`src/rtl/lsu_pkg.sv`:
```
// Shared constants, state type and request error check for the load/store access controller.
package lsu_pkg;

    localparam logic [2:0] F3_B  = 3'd0;
    localparam logic [2:0] F3_H  = 3'd1;
    localparam logic [2:0] F3_W  = 3'd2;
    localparam logic [2:0] F3_BU = 3'd4;
    localparam logic [2:0] F3_HU = 3'd5;

    typedef enum logic [2:0] {
        S_IDLE  = 3'd0,
        S_LD_RD = 3'd1,
        S_ST_RD = 3'd2,
        S_ST_WR = 3'd3,
        S_RSP   = 3'd4
    } lsu_state_e;

    // Misaligned, unsupported for the direction, or beyond the memory depth.
    function automatic logic access_err(input logic        write,
                                        input logic [2:0]  funct3,
                                        input logic [31:0] addr,
                                        input logic [31:0] depth);
        logic bad;
        case (funct3)
            F3_B:    bad = 1'b0;
            F3_BU:   bad = write;
            F3_H:    bad = addr[0];
            F3_HU:   bad = write | addr[0];
            F3_W:    bad = (addr[1:0] != 2'b00);
            default: bad = 1'b1;
        endcase
        if ({2'b00, addr[31:2]} >= depth) begin
            bad = 1'b1;
        end
        return bad;
    endfunction

endpackage

```
`src/rtl/lsu_lane_align.sv`:
```
// Combinational lane handling: load byte/half extraction with extension, and store lane merge.
module lsu_lane_align
    import lsu_pkg::*;
(
    input  logic [31:0] word,
    input  logic [1:0]  offset,
    input  logic [2:0]  funct3,
    input  logic [31:0] wdata,
    output logic [31:0] load_data,
    output logic [31:0] store_word
);

    logic [31:0] byte_shifted;
    logic [31:0] half_shifted;
    logic [7:0]  ld_byte;
    logic [15:0] ld_half;

    always_comb begin
        byte_shifted = word >> {offset, 3'b000};
        half_shifted = word >> {offset[1], 4'b0000};
        ld_byte      = byte_shifted[7:0];
        ld_half      = half_shifted[15:0];

        case (funct3)
            F3_B:    load_data = {{24{ld_byte[7]}}, ld_byte};
            F3_BU:   load_data = {24'h000000, ld_byte};
            F3_H:    load_data = {{16{ld_half[15]}}, ld_half};
            F3_HU:   load_data = {16'h0000, ld_half};
            default: load_data = word;
        endcase

        store_word = word;
        case (funct3)
            F3_B:    store_word[{offset, 3'b000} +: 8]     = wdata[7:0];
            F3_H:    store_word[{offset[1], 4'b0000} +: 16] = wdata[15:0];
            default: store_word = wdata;
        endcase
    end

endmodule

```
`src/rtl/lsu_access_ctrl.sv`:
```
// Load/store access controller: byte-addressed core requests to word memory, RMW for sub-word stores.
//  state   | meaning
//  S_IDLE  | ready for a request, memory idle
//  S_LD_RD | memory read, extracted load data captured
//  S_ST_RD | memory read for sub-word store, merged word captured
//  S_ST_WR | memory write of merged or full word
//  S_RSP   | one-cycle response pulse
module lsu_access_ctrl
    import lsu_pkg::*;
#(
    parameter int unsigned MEM_DEPTH = 64
) (
    input  logic        clk,
    input  logic        reset,
    input  logic        req_valid,
    output logic        req_ready,
    input  logic        req_write,
    input  logic [2:0]  req_funct3,
    input  logic [31:0] req_addr,
    input  logic [31:0] req_wdata,
    output logic        rsp_valid,
    output logic [31:0] rsp_rdata,
    output logic        rsp_err,
    output logic [31:0] mem_addr,
    output logic [31:0] mem_wdata,
    output logic        mem_read,
    output logic        mem_write,
    input  logic [31:0] mem_rdata
);

    lsu_state_e  state;
    logic [31:0] addr_q;
    logic [31:0] wdata_q;
    logic [2:0]  funct3_q;
    logic        write_q;
    logic        err_q;
    logic [31:0] data_q;
    logic        req_err;
    logic [31:0] load_data;
    logic [31:0] store_word;

    assign req_err = access_err(req_write, req_funct3, req_addr, 32'(MEM_DEPTH));

    lsu_lane_align u_lane_align (
        .word       (mem_rdata),
        .offset     (addr_q[1:0]),
        .funct3     (funct3_q),
        .wdata      (wdata_q),
        .load_data  (load_data),
        .store_word (store_word)
    );

    // Strobes decode straight from state so an asserted reset removes them immediately.
    assign req_ready = (state == S_IDLE);
    assign mem_read  = (state == S_LD_RD) || (state == S_ST_RD);
    assign mem_write = (state == S_ST_WR);
    assign rsp_valid = (state == S_RSP);
    assign rsp_err   = (state == S_RSP) && err_q;
    assign rsp_rdata = (state == S_RSP && !write_q && !err_q) ? data_q : 32'h0;
    assign mem_addr  = (state == S_IDLE) ? 32'h0 : {2'b00, addr_q[31:2]};
    assign mem_wdata = (state == S_ST_WR) ? data_q : 32'h0;

    always_ff @(posedge clk or negedge reset) begin
        if (!reset) begin
            state    <= S_IDLE;
            addr_q   <= 32'h0;
            wdata_q  <= 32'h0;
            funct3_q <= 3'd0;
            write_q  <= 1'b0;
            err_q    <= 1'b0;
            data_q   <= 32'h0;
        end else begin
            case (state)
                S_IDLE: begin
                    if (req_valid) begin
                        addr_q   <= req_addr;
                        wdata_q  <= req_wdata;
                        funct3_q <= req_funct3;
                        write_q  <= req_write;
                        err_q    <= req_err;
                        // Full-word stores go straight to the write with the core's data.
                        data_q   <= req_write ? req_wdata : 32'h0;
                        if (req_err)
                            state <= S_RSP;
                        else if (!req_write)
                            state <= S_LD_RD;
                        else if (req_funct3 == F3_W)
                            state <= S_ST_WR;
                        else
                            state <= S_ST_RD;
                    end
                end
                S_LD_RD: begin
                    data_q <= load_data;
                    state  <= S_RSP;
                end
                S_ST_RD: begin
                    data_q <= store_word;
                    state  <= S_ST_WR;
                end
                S_ST_WR: state <= S_RSP;
                S_RSP:   state <= S_IDLE;
                default: state <= S_IDLE;
            endcase
        end
    end

endmodule

```
`config.mk`:
```
export PLATFORM = sky130hd
export DESIGN_NAME = lsu_access_ctrl
export DESIGN_NICKNAME = d
export VERILOG_FILES = /design/src/rtl/lsu_pkg.sv /design/src/rtl/lsu_lane_align.sv /design/src/rtl/lsu_access_ctrl.sv
export SDC_FILE = /design/constraint.sdc
export NUM_CORES = 1
export LEC_CHECK = 0
export CAP_MARGIN = 0
export CORE_ASPECT_RATIO = 0.8
export CORE_MARGIN = 2
export CORE_UTILIZATION = 40
export DETAILED_ROUTE_END_ITERATION = 10
export HOLD_SLACK_MARGIN = 0.1
export PLACE_DENSITY = 0.73
export SYNTH_ARGS = -nofsm -noshare
export SYNTH_HDL_FRONTEND = slang
export SYNTH_SLANG_ARGS = --single-unit
```
`constraint.sdc`:
```
create_clock -name clk -period 2.6 [get_ports clk]
set_input_delay 0.52 -clock clk [delete_from_list [all_inputs] [get_ports clk]]
set_output_delay 0.52 -clock clk [all_outputs]
set_load 0.005 [all_outputs]
```
### Yosys cells after proc, flatten, opt, wreduce, memory -nomap -nowiden

Index checks and enable logic that the tools add are counted.

| cells by class | value |
|---|---|
| mux-type cells | 17 |
| bitwise logic cells | 1 |
| reduce and logical (&&, ||, !) cells | 14 |
| shift-type cells | 6 |
| $lt $le $gt $ge | 1 |
| add/subtract/negate cells | 2 |
| equal/unequal tests | 12 |

Operator list:

| cell | count |
|---|---|
| two-way mux 32 bit | 4 |
| one-hot mux 32 bit (4 select lines) | 1 |
| one-hot mux 32 bit (3 select lines) | 1 |
| bitwise mux 32 bit | 2 |
| one-hot mux 32 bit (2 select lines) | 1 |
| variable shift 16 x 7 -> 32 bit, first input constant | 1 |
| variable shift 8 x 7 -> 32 bit, first input constant | 1 |
| variable part select 16 x 7 -> 32 bit | 1 |
| variable part select 8 x 7 -> 32 bit | 1 |
| right shift 32 x 5 -> 16 bit | 1 |
| right shift 32 x 5 -> 8 bit | 1 |
| greater-or-equal comparator 30 x 7 -> 1 bit, second input constant | 1 |
| two-way mux 30 bit | 1 |
| == test 3 bit, second input constant | 5 |
| negator 5 -> 7 bit | 2 |
| == test 3 x 1 -> 1 bit, second input constant | 3 |
| == test 3 x 2 -> 1 bit, second input constant | 3 |
| zero test 3 bit | 3 |
| one-hot mux 3 bit (3 select lines) | 1 |
| two-way mux 3 bit | 2 |
| one-hot mux 1 bit (5 select lines) | 1 |
| AND reduction 2 bit | 2 |
| logical AND 1 bit | 3 |
| nonzero test 3 bit | 1 |
| other kinds (8) | 10 |

| storage, ports and cells | value |
|---|---|
| register bits | 104 |

### Longest topological paths before layout

Gate-level depths: netlist of the first run.

| logic depth | value |
|---|---|
| word-level depth | 6 |
| mapped depth | 10 |
| mapped depth without buffers | 7 |

### Modules after synthesis

Synthesis of the first run repeated with hierarchy kept, for this count alone.

| unflattened totals | value |
|---|---|
| cells, all modules | 864 |
| area, all modules | 6999.2 um^2 |

By module, submodules not included:

| module | cells each | times used | seq. area each (um^2) | area an instance (um^2) |
|---|---|---|---|---|
| lsu_access_ctrl | 615 | 1 | 2602.5 | 5429.0 |
| lsu_lane_align | 249 | 1 | 0.0 | 1570.3 |

### Worst setup path before layout of the first run

Ideal clock, no wire load.

| timing path | value |
|---|---|
| kind | flip-flop to flip-flop |
| start point | reg addr_q[1] |
| end point | reg data_q[22] |
| slack | 171 ps |
| clock period less this slack | 2429 ps |
| cell stages (with the launch flop) | 11 |
| data required time | 2469 ps |
| data arrival time | 2299 ps |
| cell sequence | dfrtp_1 -> buf_4 -> inv_1 -> clkbuf_1 -> ha_1 -> and4bb_1 -> buf_2 -> a221oi_1 -> a211oi_1 -> a2111oi_2 -> o21ai_0 |

| on the way | value |
|---|---|
| cells in the longest elaborated chain, start to end | 5 |
| elaborated cells on any way between the ends | 13 |

Ends and longest elaborated chain:

| what | RTL line | RTL |
|---|---|---|
| start: declaration | lsu_access_ctrl.sv:32 | `logic [31:0] addr_q;` |
| start signal: assignment | lsu_access_ctrl.sv:76 | `addr_q <= req_addr;` |
| negator 5 -> 7 bit (on tied branches) | lsu_lane_align.sv:35, lsu_lane_align.sv:34 |  |
| variable part select 16 x 7 -> 32 bit (tied with other cells) | lsu_lane_align.sv:35 | `F3_H: store_word[{offset[1], 4'b0000} +: 16] = wdata[15:0];` |
| bitwise mux 32 bit (on tied branches) | lsu_lane_align.sv:35, lsu_lane_align.sv:34 |  |
| one-hot mux 32 bit (2 select lines) | lsu_lane_align.sv:33 | `case (funct3)` |
| one-hot mux 32 bit (3 select lines) * | lsu_access_ctrl.sv:73 | `case (state)` |
| end signal: assignment | lsu_access_ctrl.sv:82 | `data_q <= req_write ? req_wdata : 32'h0;` |
| end signal: assignment | lsu_access_ctrl.sv:94 | `data_q <= load_data;` |
| end signal: assignment | lsu_access_ctrl.sv:98 | `data_q <= store_word;` |
| end: declaration | lsu_access_ctrl.sv:37 | `logic [31:0] data_q;` |

Mark *: on every way between the ends. The rest lies on a longest branch, timed or not.
A chain may end at the register's enable or synchronous reset.

### Worst setup path in the final report of the first run

| timing path | value |
|---|---|
| start point | reg state[1] |
| end point | out mem_wdata[2] |

| on the way | value |
|---|---|
| cells in the longest elaborated chain, start to end | 2 |

Ends and longest elaborated chain:

| what | RTL line | RTL |
|---|---|---|
| start: declaration | lsu_access_ctrl.sv:31 | `lsu_state_e state;` |
| start signal: assignment | lsu_access_ctrl.sv:65 | `state <= S_IDLE;` |
| start signal: assignment | lsu_access_ctrl.sv:84 | `state <= S_RSP;` |
| start signal: assignment | lsu_access_ctrl.sv:86 | `state <= S_LD_RD;` |
| == test 3 x 2 -> 1 bit | lsu_access_ctrl.sv:61 | `assign mem_wdata = (state == S_ST_WR) ? data_q : 32'h0;` |
| two-way mux 32 bit | lsu_access_ctrl.sv:61 |  |
| end: declaration | lsu_access_ctrl.sv:25 | `output logic [31:0] mem_wdata,` |

Every way passes these cells.

==> impl_results.md, run 1 <==
* Outcome: completed
* Crit path launch: state[1]
* Global Route met3 Usage at about 7.3%
* Register area share after synthesis at 38.45%
* Skew final at between 0.01 and 0.015 ns
* Achievable clock frequency at 389.2 MHz
* TritonRoute pass-1 iters at 5
* Layer with the highest usage: met1
* Hold WS at 0.1607 ns
* Number of synthesized flops with an enable pin at 0
* Post-synth top cells: dfrtp_1, mux2_2, and2_1, nor2b_1, o21ai_0
* Dominant cells by area after synthesis: dfrtp_1, mux2_2, and2_1, nor2b_1, o21ai_0
* FF-to-FF Start: state[0]
* Synthesis-stage register bit count at about 100
* Gr ovfl total at 0
* Routability congestion estimate at 0.9307
* Die span in x at 149.4 µm
* Final-report hold violation count at 0
* Number of global-route vias before repair at around 6300
* Met1 usage at around 39%
* Synth Area per Inst at a little under 10 µm²
* Routed via count at roughly 6700
* Post-route insts no fill at between 1000 and 1500
* # IOs at ~200
* Pin count of the biggest net entering global routing at 63
* Height of the die at roughly 120 µm
* Ratio of cells with drive above 1 in the final layout at between 10% and 20%
* Power Total at around 5 mW
* Mapped cell area at 0.006768 mm²
* Filler cells at 1486
* Post-route clock period utilization at between 90% and 100%
* Kind of critical path: reg2out
* Leak Pwr at roughly 4.6 nW
* CTS max path bufs at 2
* DR iter-0 viols at 531
* Final antenna-violating net count at 0
* Cts hold-fix bufs at 0
* PwrDens at about 500 mW/mm²
* Ant. Diodes at 0
* CTS Buf Count at 9
* Row Count at 42
* Final Core Density at between 50% and 60%
* Reg-to-reg slack, setup at 0.26 ns
* Distinct cells, synth at between 50 and 60
* Core Region at between 0.015 and 0.02 mm²
* Critical Path Source Type: flip-flop
* Slew HR at a little over two fifths
* Clk pin slew, worst setup/hold paths at 0.08 ns
* Most common cell in the netlist: dfrtp_1
* PortBufs at roughly 200
* H-tree depth at 3
* Area share of the largest cell type after synthesis at between 30% and 40%
* Maxcap violations at 0
* Global-route wire length before repair at ~36000 µm
* Tot GR Track Use at a little over a quarter
* Starting Density at about two fifths
* Root buf cell: clkbuf_16
* Clk Latency, worst-skew pair at ~0.37 ns
* Post-synth ARST share at between 90% and 100%
* Initial antenna violation count at 0
* Final wirelength at ~24000 µm
* Synthesis-to-layout area growth at 44.67%
* Global Route met2 Usage at between 30% and 40%
* R2r endpoint: data_q[27]
* Hold crit path type: in2async
* Register-to-Register Path Depth at 8
* Placed Instances at between 1000 and 1500
* DRC at 0
* Max-slew violations at 0
* Max VDD drop at 393.1 µV
* Post-DP HPWL at 17290 µm
* Layout Nets at 1027
* Routed WL per cell at 21.32 µm
* Largest area contributor in the netlist: dfrtp_1
* Crit path time final at 2.569 ns
* Final setup violating endpoints at 0
* Kind of end point of the critical path: output port
* WP data arrival at slightly above 2 ns
* Crit path max fanout at 6
* Via density at ~5.8
* Die area at 0.01798 mm²
* YS warnings at 0
* CTS tree: built
* Least-Margin Pin Slew at approximately 0.84 ns
* CTS sink count at 104
* Synth Instances at 703
* Req. time, crit path at around 2.1 ns
* Main synth FF type: dfrtp_1
==> kinds of logic after synthesis <==
logic type / synth area share, %
buffers and inverters: 4.825
and+or+nand+nor: 19.95
muxes: 14.16
AOI/OAI and AO/OA: 21.63
DFF: 38.45
other: 0.05541
adders and majority gates: 0.9244
==> critical path: stages (launching register included) <==
cell	delay [ns]
dfrtp_1	0.40
buf_6	0.14
clkinvlp_4	0.11
nor2_4	0.20
buf_6	0.18
and2_1	0.14
clkdlybuf4s50_1	0.50
==> final cells by class <==
class                      instances  area, µm²  share of cell area [%]
inverter                          16      63.81                  0.6518
timing repair buffer             262       2631                   26.88
clock buffer                      10      239.0                   2.441
clock inverter                     6      95.09                  0.9712
tap                              220      275.3                   2.812
multi-input combinational        526       3882                   39.65
sequential                       104       2604                   26.59
==> report_power, final <==
| part | leakage [nW] | internal (mW) | switching [mW] | total (mW) |
|---|---|---|---|---|
| Sequential | 1.25 | 1.83 | 0.210 | 2.05 |
| Clock | 0.164 | 0.883 | 0.666 | 1.55 |
| Combinational | 3.23 | 0.693 | 0.668 | 1.36 |
| Total | 4.64 | 3.41 | 1.54 | 4.96 |
==> per-stage QoR <==
stage	cell area (µm²)	setup TNS [ns]	worst slack, ns
floorplan	6771	0	0.1708
detailed placement	9186	0	0.1150
global placement	9186	0	0.1606
CTS	9557	0	0.01028
finish	9791	0	0.03086
global route	9791	-0.1664	-0.02604
==> placed cells by master, fill, tap and decap left out, types with 6 or more instances in the layout <==
master,instances
a211o_1,8
a211oi_1,12
a21oi_1,23
a221o_1,12
a221oi_1,16
a222oi_1,7
a22o_1,8
a22oi_1,20
a311oi_1,8
a31oi_1,8
and2_1,64
buf_4,48
buf_6,6
clkbuf_16,10
clkdlybuf4s15_1,7
clkdlybuf4s50_1,138
dfrtp_1,103
dlygate4sd2_1,25
dlymetal6s2s_1,30
inv_1,14
mux2_2,70
mux2i_1,17
nand2_1,33
nand3_1,19
nor2_1,18
nor2b_1,46
nor3_1,9
nor4_1,7
o2111ai_1,6
o21ai_0,38
o221ai_1,9
o22a_1,6
or3_1,8
==> flip-flops by register name, summed over array words and instances, names as in the netlist <==
signal,flops
addr_q,32
data_q,32
err_q,1
funct3_q,3
state,3
wdata_q,32
write_q,1
==> how the worst max path moves through the flow <==
stage,end,slack (ns),depth (start not counted)
floorplan,data_q[22],0.17,10
global placement,state[2],0.16,5
detailed placement,state[2],0.11,5
CTS,mem_addr[23],0.01,5
global route,mem_wdata[2],-0.03,6
finish,mem_wdata[2],0.03,6
==> routing by layer <==
| layer | vias to the layer above | share of wire, % |
|---|---|---|
| met1 | 3242 | 45 |
| met4 | 0 | 1.5 |
| met2 | 363 | 43 |
| li1 | 3055 | - |
| met3 | 30 | 11 |
| met5 | - | 0 |
==> what timing repair did <==
action	in CTS	in global routing
pin swaps	0	4
gates cloned	1	3
setup buffers	4	11
gates resized for setup	39	46
endpoints found under the hold margin	0	0
endpoints found under the setup margin	46	56
Power figures use the tool's default switching activity.
==> run 2: changes to the inputs <==
- HOLD_SLACK_MARGIN: 0.1 -> 0.02
==> results of run 2 <==
Final layout, timing and power as in run 1 (identical DEF).
==> run 3: changes to the inputs <==
- CORE_UTILIZATION: 40 -> 43
- GPL_ROUTABILITY_DRIVEN: not set -> 0
- PLACE_DENSITY: 0.73 -> 0.76
==> impl_results.md, run 3 (synthesized netlist as in run 1, its figures left out) <==
* Outcome: completed (unchanged)
* Finished Cell Area at 0.009614 mm² (was 0.009791 mm²)
* CTS max path bufs at 2 (unchanged)
* Most common cell after layout, fill and taps aside: clkdlybuf4s50_1 (unchanged)
* Post-DP HPWL at 17370 µm (was 17290 µm)
* Final wirelength at 23500 µm (was 24390 µm)
* Pin count of the biggest net entering global routing at 41 (was 63)
* Reg-to-reg slack, setup at 0.23 ns (was 0.26 ns)
* DRC at 0 (unchanged)
* Max VDD drop at 339.2 µV (was 393.1 µV)
* DR iter-0 viols at 625 (was 531)
* Req. time, crit path at 2.08 ns (about the same)
* Final setup violating endpoints at 0 (unchanged)
* Hold crit path type: reg2reg (was in2async)
* Clk Latency, worst-skew pair at 0.36 ns (was 0.37 ns)
* Global-route wire length before repair at 35300 µm (was 36110 µm)
* Pre-CTS setup slack at 0.1507 ns (was 0.1150 ns)
* Initial antenna violation count at 0 (unchanged)
* Largest regs: addr_q (32), data_q (32), wdata_q (32) (unchanged)
* Via density at 5.962 (was 5.848)
* Register-to-Register Path Depth at 6 (was 8)
* Kind of critical path: reg2out (unchanged)
* Hold depth at 1
* Hold path start: addr_q[8]
* Crit path max fanout at 14 (was 6)
* Ant. Diodes at 0 (unchanged)
* Final setup margin at 0.01562 ns (was 0.03086 ns)
* Die span in x at 144.3 µm (was 149.4 µm)
* CTS Buf Count at 9 (unchanged)
* Post-route clock period utilization at 99.40% (was 98.81%)
* TritonRoute pass-1 iters at 7 (was 5)
* Layout Nets at 1025 (was 1027)
* Leak Pwr at 4.247 nW (was 4.645 nW)
* Die area at 0.01676 mm² (was 0.01798 mm²)
* Max-slew violations at 0 (unchanged)
* Final-report hold violation count at 0 (unchanged)
* Crit path time final at 2.584 ns (was 2.569 ns)
* CTS sink count at 104 (unchanged)
* WP data arrival at 2.06 ns (was 2.05 ns)
* Clk pin slew, worst setup/hold paths at 0.07 ns (was 0.08 ns)
* Skew final at 0.005784 ns (was 0.01030 ns)
* Placed Area at 0.009144 mm² (was 0.009186 mm²)
* Power Total at 4.736 mW (was 4.955 mW)
* Most frequent cells in the layout: clkdlybuf4s50_1, dfrtp_1, mux2_2, and2_1, nor2b_1 (was clkdlybuf4s50_1, dfrtp_1, mux2_2, and2_1, buf_4)
* Ratio of cells with drive above 1 in the final layout at 17.74% (was 18.40%)
* Slew HR at 41.15% (was 43.61%)
* R2r endpoint: data_q[25] (was data_q[27])
* H-tree depth at 3 (unchanged)
* Row Count at 40 (was 42)
* WHS Endpoint: addr_q[8]
* PortBufs at 201 (unchanged)
* Number of global-route vias before repair at 6299 (was 6276)
* Starting Density at 44.48% (was 40.88%)
* Synthesis-to-layout area growth at 42.06% (was 44.67%)
* Height of the die at 116.2 µm (was 120.3 µm)
* Routed WL per cell at 20.81 µm (was 21.32 µm)
* Gr ovfl total at 0 (unchanged)
* Root buf cell: clkbuf_16 (unchanged)
* Least-Margin Pin Slew at 0.8775 ns (was 0.8394 ns)
* Final antenna-violating net count at 0 (unchanged)
* Kind of end point of the critical path: output port (unchanged)
* # IOs at 204 (unchanged)
* CTS tree: built (unchanged)
* Routed via count at 6731 (was 6690)
* Maxcap violations at 0 (unchanged)
* Tot GR Track Use at 27.49% (was 26.28%)
* Core Region at 0.01521 mm² (was 0.01655 mm²)
* Critical Path Source Type: flip-flop (unchanged)
* Achievable clock frequency at 386.9 MHz (was 389.2 MHz)
* FF-to-FF Start: addr_q[0] (was state[0])
* PwrDens at 492.6 mW/mm² (was 506.1 mW/mm²)
[run 3: cell count changes in the layout (fill, tap and decap cells not counted), sizes merged, moves of 3 or more]
cell,change
clkdlybuf4s50,+21
dlymetal6s2s,-18
clkdlybuf4s15,-7
buf,-3
dlygate4sd2,+3
inv,-3
[run 3: how the worst max path moves through the flow]
stage	start	endpoint	slack, ns	depth (start not counted)
after global placement	req_addr[9]	state[2]	0.17	5
after floorplan	addr_q[1]	data_q[22]	0.17	10
after global routing	state[1]	mem_wdata[8]	-0.05	6
after CTS	state[1]	rsp_rdata[18]	-0.01	7
final	state[1]	mem_wdata[8]	0.02	6
after detailed placement	req_addr[9]	state[2]	0.15	5
[run 3: layout make-up]
class	count	area [µm²]
multi-input cells	526	3880
clock inverters	3	46.29
well taps	210	262.8
repair buffers	260	2529
inverters	16	63.81
flip-flops and latches	104	2604
fillers	1317	5600
clock buffers	10	229.0
[run 3: stage by stage]
| stage | setup TNS, ns | std cells | utilization [%] | hold WS [ns] |
|---|---|---|---|---|
| 2_1_floorplan | 0 | 704 | - | 0.2244 |
| 3_3_place_gp | 0 | 1101 | 60.10 | 0.3835 |
| 3_5_place_dp | 0 | 1101 | 60.10 | 0.3858 |
| 4_1_cts | -0.02523 | 1119 | 62.19 | 0.5007 |
| 5_1_grt | -0.6437 | 1129 | 63.19 | 0.5114 |
| 6_report | 0 | 1129 | 63.19 | 0.4995 |
[run 3: what timing repair did]
| item | CTS | global route |
|---|---|---|
| pin swaps | 1 | 1 |
| gates resized for setup | 42 | 31 |
| hold buffers | 1 | 0 |
| endpoints found under the hold margin | 11 | 0 |
| setup endpoints to repair | 52 | 50 |
| cloned | 1 | 1 |
| buffers inserted | 3 | 9 |
[run 3: power by group]
part	switching, mW	internal [mW]	total [mW]	leakage [nW]
combinational	0.663	0.695	1.36	2.87
clock	0.605	0.733	1.34	0.130
sequential	0.203	1.84	2.04	1.25
[run 3: per-layer routing]
metal	routed length, µm	part of all wire (%)	global-route usage, %
met4	472	2.0	6.926
met1	10260	44	39.78
met3	2649	11	7.380
met2	10120	43	41.17
met5	0	0	0
[run 3: critical path, stage by stage (launching register included)]
cell	delay (ns)
dfrtp_1	0.38
buf_6	0.16
clkinvlp_4	0.14
nor2_4	0.20
buf_8	0.18
and2_1	0.14
clkdlybuf4s50_1	0.51
